==> src/rtl/stereo_cam_config_sequencer.sv <==
// Stereo OV7670 configuration sequencer: powers both cameras up, then walks a
// shared register ROM once per camera through a single SCCB write engine.
module stereo_cam_config_sequencer #(
    parameter int unsigned ROM_AW        = 8,
    parameter int unsigned RESET_CYCLES  = 50000,
    parameter int unsigned SETTLE_CYCLES = 50000,
    parameter int unsigned DELAY_CYCLES  = 500000,
    parameter int unsigned ACK_TIMEOUT   = 4096
) (
    input  logic              clk,
    input  logic              reset,
    input  logic              resend,
    output logic [ROM_AW-1:0] rom_addr,
    input  logic [15:0]       rom_data,
    output logic              sccb_start,
    input  logic              sccb_busy,
    output logic [7:0]        sccb_reg,
    output logic [7:0]        sccb_val,
    output logic              cam_sel,
    output logic [1:0]        cam_reset_n,
    output logic [1:0]        cam_pwdn,
    output logic [1:0]        cfg_done,
    output logic [1:0]        cfg_err,
    output logic              cfg_busy
);

    localparam logic [15:0]       TokEnd   = 16'hFFFF;
    localparam logic [15:0]       TokDelay = 16'hF0F0;
    localparam logic [ROM_AW-1:0] AddrMax  = {ROM_AW{1'b1}};
    localparam logic [ROM_AW-1:0] AddrOne  = {{(ROM_AW-1){1'b0}}, 1'b1};

    typedef enum logic [3:0] {
        StPwr,
        StSettle,
        StFetch,
        StDecode,
        StDelay,
        StWaitAck,
        StWaitDone,
        StAdv,
        StNextCam,
        StDone,
        StRestart
    } state_e;

    state_e            state_q, state_d;
    logic [31:0]       cnt_q, cnt_d;
    logic [ROM_AW-1:0] rom_addr_q, rom_addr_d;
    logic              start_q, start_d;
    logic [7:0]        reg_q, reg_d;
    logic [7:0]        val_q, val_d;
    logic              cam_sel_q, cam_sel_d;
    logic [1:0]        rst_n_q, rst_n_d;
    logic [1:0]        pwdn_q, pwdn_d;
    logic [1:0]        done_q, done_d;
    logic [1:0]        err_q, err_d;
    logic              pending_q, pending_d;
    logic              ack_expired;

    // One shared counter covers both WAITACK and WAITDONE, cleared when the write issues.
    assign ack_expired = (cnt_q == ACK_TIMEOUT - 1);

    // Next-state and next-value logic for the whole sequencer.
    always_comb begin
        state_d    = state_q;
        cnt_d      = cnt_q;
        rom_addr_d = rom_addr_q;
        start_d    = 1'b0;
        reg_d      = reg_q;
        val_d      = val_q;
        cam_sel_d  = cam_sel_q;
        rst_n_d    = rst_n_q;
        pwdn_d     = pwdn_q;
        done_d     = done_q;
        err_d      = err_q;
        pending_d  = pending_q;

        // Resend during a table walk is deferred to the next ADV so a write is never cut short.
        if (resend && (state_q inside {StFetch, StDecode, StDelay, StWaitAck, StWaitDone,
                                       StAdv, StNextCam})) begin
            pending_d = 1'b1;
        end

        case (state_q)
            StPwr: begin
                pwdn_d  = 2'b00;
                rst_n_d = 2'b00;
                if (cnt_q == RESET_CYCLES) begin
                    rst_n_d = 2'b11;
                    cnt_d   = '0;
                    state_d = StSettle;
                end else begin
                    cnt_d = cnt_q + 32'd1;
                end
            end
            StSettle: begin
                if (cnt_q == SETTLE_CYCLES - 1) begin
                    cnt_d      = '0;
                    rom_addr_d = '0;
                    cam_sel_d  = 1'b0;
                    state_d    = StFetch;
                end else begin
                    cnt_d = cnt_q + 32'd1;
                end
            end
            StFetch: begin
                state_d = StDecode;
            end
            StDecode: begin
                cnt_d = '0;
                if (rom_data == TokEnd) begin
                    done_d[cam_sel_q] = 1'b1;
                    state_d           = StNextCam;
                end else if (rom_data == TokDelay) begin
                    state_d = StDelay;
                end else begin
                    reg_d   = rom_data[15:8];
                    val_d   = rom_data[7:0];
                    start_d = 1'b1;
                    state_d = StWaitAck;
                end
            end
            StDelay: begin
                if (cnt_q == DELAY_CYCLES - 1) begin
                    state_d = StAdv;
                end else begin
                    cnt_d = cnt_q + 32'd1;
                end
            end
            StWaitAck: begin
                cnt_d = cnt_q + 32'd1;
                if (ack_expired) begin
                    err_d[cam_sel_q] = 1'b1;
                    state_d          = StAdv;
                end else if (sccb_busy) begin
                    state_d = StWaitDone;
                end
            end
            StWaitDone: begin
                cnt_d = cnt_q + 32'd1;
                if (ack_expired) begin
                    err_d[cam_sel_q] = 1'b1;
                    state_d          = StAdv;
                end else if (!sccb_busy) begin
                    state_d = StAdv;
                end
            end
            StAdv: begin
                // A table without a terminator stops at the last entry instead of wrapping.
                if (rom_addr_q == AddrMax) begin
                    state_d = StNextCam;
                end else begin
                    rom_addr_d = rom_addr_q + AddrOne;
                    state_d    = pending_q ? StRestart : StFetch;
                end
            end
            StNextCam: begin
                done_d[cam_sel_q] = 1'b1;
                if (!cam_sel_q) begin
                    cam_sel_d  = 1'b1;
                    rom_addr_d = '0;
                    state_d    = StFetch;
                end else begin
                    state_d = StDone;
                end
            end
            StDone: begin
                if (resend || pending_q) begin
                    state_d = StRestart;
                end
            end
            StRestart: begin
                done_d     = 2'b00;
                err_d      = 2'b00;
                rom_addr_d = '0;
                cam_sel_d  = 1'b0;
                pending_d  = 1'b0;
                state_d    = StFetch;
            end
            default: begin
                state_d = StPwr;
            end
        endcase
    end

    // State register.
    always_ff @(posedge clk or posedge reset) begin
        if (reset) begin
            state_q <= StPwr;
        end else begin
            state_q <= state_d;
        end
    end

    // Datapath and output registers.
    always_ff @(posedge clk or posedge reset) begin
        if (reset) begin
            cnt_q      <= '0;
            rom_addr_q <= '0;
            start_q    <= 1'b0;
            reg_q      <= '0;
            val_q      <= '0;
            cam_sel_q  <= 1'b0;
            rst_n_q    <= 2'b00;
            pwdn_q     <= 2'b11;
            done_q     <= 2'b00;
            err_q      <= 2'b00;
            pending_q  <= 1'b0;
        end else begin
            cnt_q      <= cnt_d;
            rom_addr_q <= rom_addr_d;
            start_q    <= start_d;
            reg_q      <= reg_d;
            val_q      <= val_d;
            cam_sel_q  <= cam_sel_d;
            rst_n_q    <= rst_n_d;
            pwdn_q     <= pwdn_d;
            done_q     <= done_d;
            err_q      <= err_d;
            pending_q  <= pending_d;
        end
    end

    assign rom_addr    = rom_addr_q;
    assign sccb_start  = start_q;
    assign sccb_reg    = reg_q;
    assign sccb_val    = val_q;
    assign cam_sel     = cam_sel_q;
    assign cam_reset_n = rst_n_q;
    assign cam_pwdn    = pwdn_q;
    assign cfg_done    = done_q;
    assign cfg_err     = err_q;
    assign cfg_busy    = (state_q != StDone);

endmodule

==> config.mk <==
export PLATFORM = sky130hd
export DESIGN_NAME = stereo_cam_config_sequencer
export DESIGN_NICKNAME = d
export VERILOG_FILES = /design/src/rtl/stereo_cam_config_sequencer.sv
export SDC_FILE = /design/constraint.sdc
export NUM_CORES = 1
export LEC_CHECK = 0
export ABC_AREA = 0
export CORE_MARGIN = 2
export CORE_UTILIZATION = 59
export CTS_CLUSTER_DIAMETER = 200
export DETAILED_ROUTE_END_ITERATION = 12
export PLACE_DENSITY = 0.84
export SETUP_SLACK_MARGIN = 0.02
export SLEW_MARGIN = 20
export SYNTH_ARGS = -nofsm -noshare
export SYNTH_HDL_FRONTEND = slang
export SYNTH_SLANG_ARGS = --single-unit
==> constraint.sdc <==
create_clock -name clk -period 4.7 [get_ports clk]
set_input_delay 0.47 -clock clk [delete_from_list [all_inputs] [get_ports clk]]
set_output_delay 0.47 -clock clk [all_outputs]
set_load 0.005 [all_outputs]
==> summary.md <==
| Metric | Value |
|---|---|
| Initial antenna violation count | `0` |
| Worst Setup SP | `cnt_q[11]` |
| Distinct cells, synth | `59` |
| IO Count | `55` |
| Max Slew Vio Count | `0` |
| Final global-route overflow total | `0` |
| Share of the synthesized area in the top cell type | `between 40% and 50%` |
| Final std cells w/o fill | `565` |
| Worst r2r src | `cnt_q[11]` |
| Max reg flops | `32` |
| Final setup viols | `0` |
| Max-slew headroom | `28.7%` |
| RSZ-0062 raised after global routing | `no` |
| Asr flop ratio synth | `100%` |
| Fin crit share | `between 60% and 70%` |
| Largest net degree at the start of global routing | `between 40 and 50` |
| Synth warn | `0` |
| Number of synthesized flops with an enable pin | `0` |
| Pwr dens | `244 nW/um2` |
| Status | `finished, final reports clean` |
| HP Class | `in2async` |
| Core Region | `6390 um2` |
| Max Fclk | `337 MHz` |
| Synth top area cells | `dfrtp_1 43%, nor2_1 5.5%, mux2_2 4.3%, o21ai_0 4.2%, xnor2_1 3.6%` |
| Power Internal | `between 0.8 and 0.9 mW` |
| Crit path max fanout | `15` |
| Area grow syn2layout | `18.4%` |
| Top FF cell, synth | `dfrtp_1` |
| Min Tclk post-route | `between 2000 and 3000 ps` |
| Commonest non-fill, non-tap cells in the layout | `68 x dfrtp_1, 58 x nor2_1, 54 x clkdlybuf4s50_1` |
| Total GRT Usage | `between 20% and 30%` |
| Setup bufs post-CTS | `0` |
| Gpl congestion | `0.986` |
| Hold Vio Cnt, Final | `0` |
| Sw Share | `between 20% and 30%` |
| Detailed Route Iter0 Violations | `around 280` |
| Switching pwr | `0.263 mW` |
| Clock sink count | `69` |
| Sequential area share after synthesis | `44.0%` |
| Clock slew at reported path FFs | `80 ps` |
| Resize count post-CTS | `0` |
| R2R depth | `6` |
| H-tree depth | `3` |
| Kind of critical path | `reg2reg` |
| Number of global-route vias before repair | `3506` |
| Max Cap Viol | `0` |
| HPWL after DPL | `about 7 mm` |
| Mean Syn Cell Area | `between 8 and 9 um2` |
| Skew final | `9.54 ps` |
| Post-synthesis cell count | `between 400 and 500` |
| Setup TNS | `0 ps` |
| Wl on met1 | `4.07 mm` |
| Share of layout cells above drive strength 1 | `9.43%` |
| Arrival @ worst endpoint | `3200 ps` |
| CTS tree | `yes` |
| Startpoint Class | `flip-flop` |
| First-pass DRT Iterations | `8` |
| CP endpoint kind | `flip-flop` |
| # rows | `29` |
| DRC Markers | `0` |
| Initial Util | `61.5%` |
| Syn nets | `between 400 and 500` |
| Nets@finish | `507` |
| Post-Route WL | `9.79 mm` |
| First-pass GRT wire length | `16.2 mm` |
| Top Layer Used | `met4` |
| WL per Instance | `17.3 um` |
| Routed vias | `3594` |
| Final ANT Viol Nets | `0` |
| Hold-fix buffers at CTS | `0` |
| Part of the power in registers | `a little over half` |
| Clock buffer depth | `2` |
| Number of diodes | `0` |
| Mapped Area | `3930 um2` |
| Placed cell count | `550` |
| Wire length on met3 | `677 um` |
| Clock Latency Late Sink | `350 ps` |
| Clock share of power | `approximately 40%` |
| Clock root buffer | `clkbuf_8` |
| LEAKAGE | `around 1.9 nW` |
| Commonest non-fill, non-tap cell in the layout | `dfrtp_1` |
| Largest area contributor in the netlist | `dfrtp_1` |
| Worst EP required | `a little under 5000 ps` |
| Worst VDD drop | `226 uV` |
| Logic gate share of total power | `6.0%` |
| Full die area | `7320 um2` |
| Die width | `85.6 um` |
| Largest reg by FF count | `cnt_q` |
| CTS buffer count | `9` |
| Metal2 WL | `about 4.7 mm` |
| Tightest Pin Transition | `1060 ps` |
| Post-synthesis register bit count | `69` |
| Port buffer count | `54` |
| Die height | `85.6 um` |
| DR vias/cell | `6.36` |
[power groups by stage]
stage	clock [mW]	combinational, mW	sequential (mW)
after floorplan	0	0.0303	0.622
after global placement	0	0.0678	0.626
after detailed placement	0	0.0693	0.627
after CTS	0.458	0.0699	0.615
after global routing	0.485	0.0753	0.616
final	0.452	0.0686	0.615
[worst max-delay path, stage by stage (launching register included)]
cell,delay (ps)
dfrtp_1,460
or4_1,540
or4b_4,520
nor4_4,580
or2_2,380
nor2_4,90
mux2_4,280
[cell usage after synthesis, types with 2 or more instances]
library cell	count
a21oi_1	14
nor3_1	21
xnor2_1	16
xor2_1	2
o221ai_1	3
a41o_1	2
or3_1	6
and2_1	4
o21ai_1	2
nand2_1	37
buf_2	5
inv_1	12
and3_1	10
clkbuf_1	13
nand3_1	12
or2_2	2
ha_1	3
dfrtp_1	68
nor2_1	58
nand4_1	21
buf_6	2
nand2b_1	2
and4_1	2
o31ai_1	4
o21ai_0	33
a31oi_1	4
nor4_1	18
o21a_1	3
nor2b_1	6
buf_4	3
a22o_1	6
mux2_2	15
or4_1	5
[per-layer routing]
| metal | global-route usage, % | up-vias |
|---|---|---|
| met1 | 36.5 | 1675 |
| met3 | 5.87 | 44 |
| met4 | 11.8 | 0 |
| met5 | 0 | - |
| met2 | 45.2 | 190 |
| li1 | - | 1685 |
[layout make-up]
type                            count  area (um2)
Multi-Input combinational cell    334        2030
Fill cell                         494        1740
Sequential cell                    69        1730
Timing Repair Buffer               57         563
Clock buffer                       12         165
Tap cell                           77        96.3
Inverter                           13        48.8
Clock inverter                      3        20.0
[through the flow]
step	total power, mW	setup WS (ps)	hold WS [ps]	cell area, um2	utilization [%]
after detailed placement	0.696	1770	494	4460	69.9
after CTS	1.14	1760	511	4650	72.8
final	1.14	1730	496	4650	72.8
after global routing	1.18	1590	523	4650	72.8
after floorplan	0.652	2290	487	3930	-
after global placement	0.693	1870	479	4460	69.9
[logic make-up after synthesis]
family          Yosys count  share of synthesized area [%]
compound gates           83                           13.4
mux                      17                           4.94
buf+inv                  37                           4.37
simple gates            213                           28.3
fa+ha+maj                 3                          0.956
xor+xnor                 18                           4.02
flops                    69                           44.0
[worst paths after layout]
path	to	slack (ps)
setup / recovery	cnt_q[0]	1730
hold / removal	sccb_val[1]	500
setup reg to reg	cnt_q[0]	1730
hold reg to reg	cfg_done[0]	510
max in group asynchronous	cnt_q[22]	3260
min in group clk	cfg_done[0]	510
No activity file was read; power rests on OpenSTA's default activity.
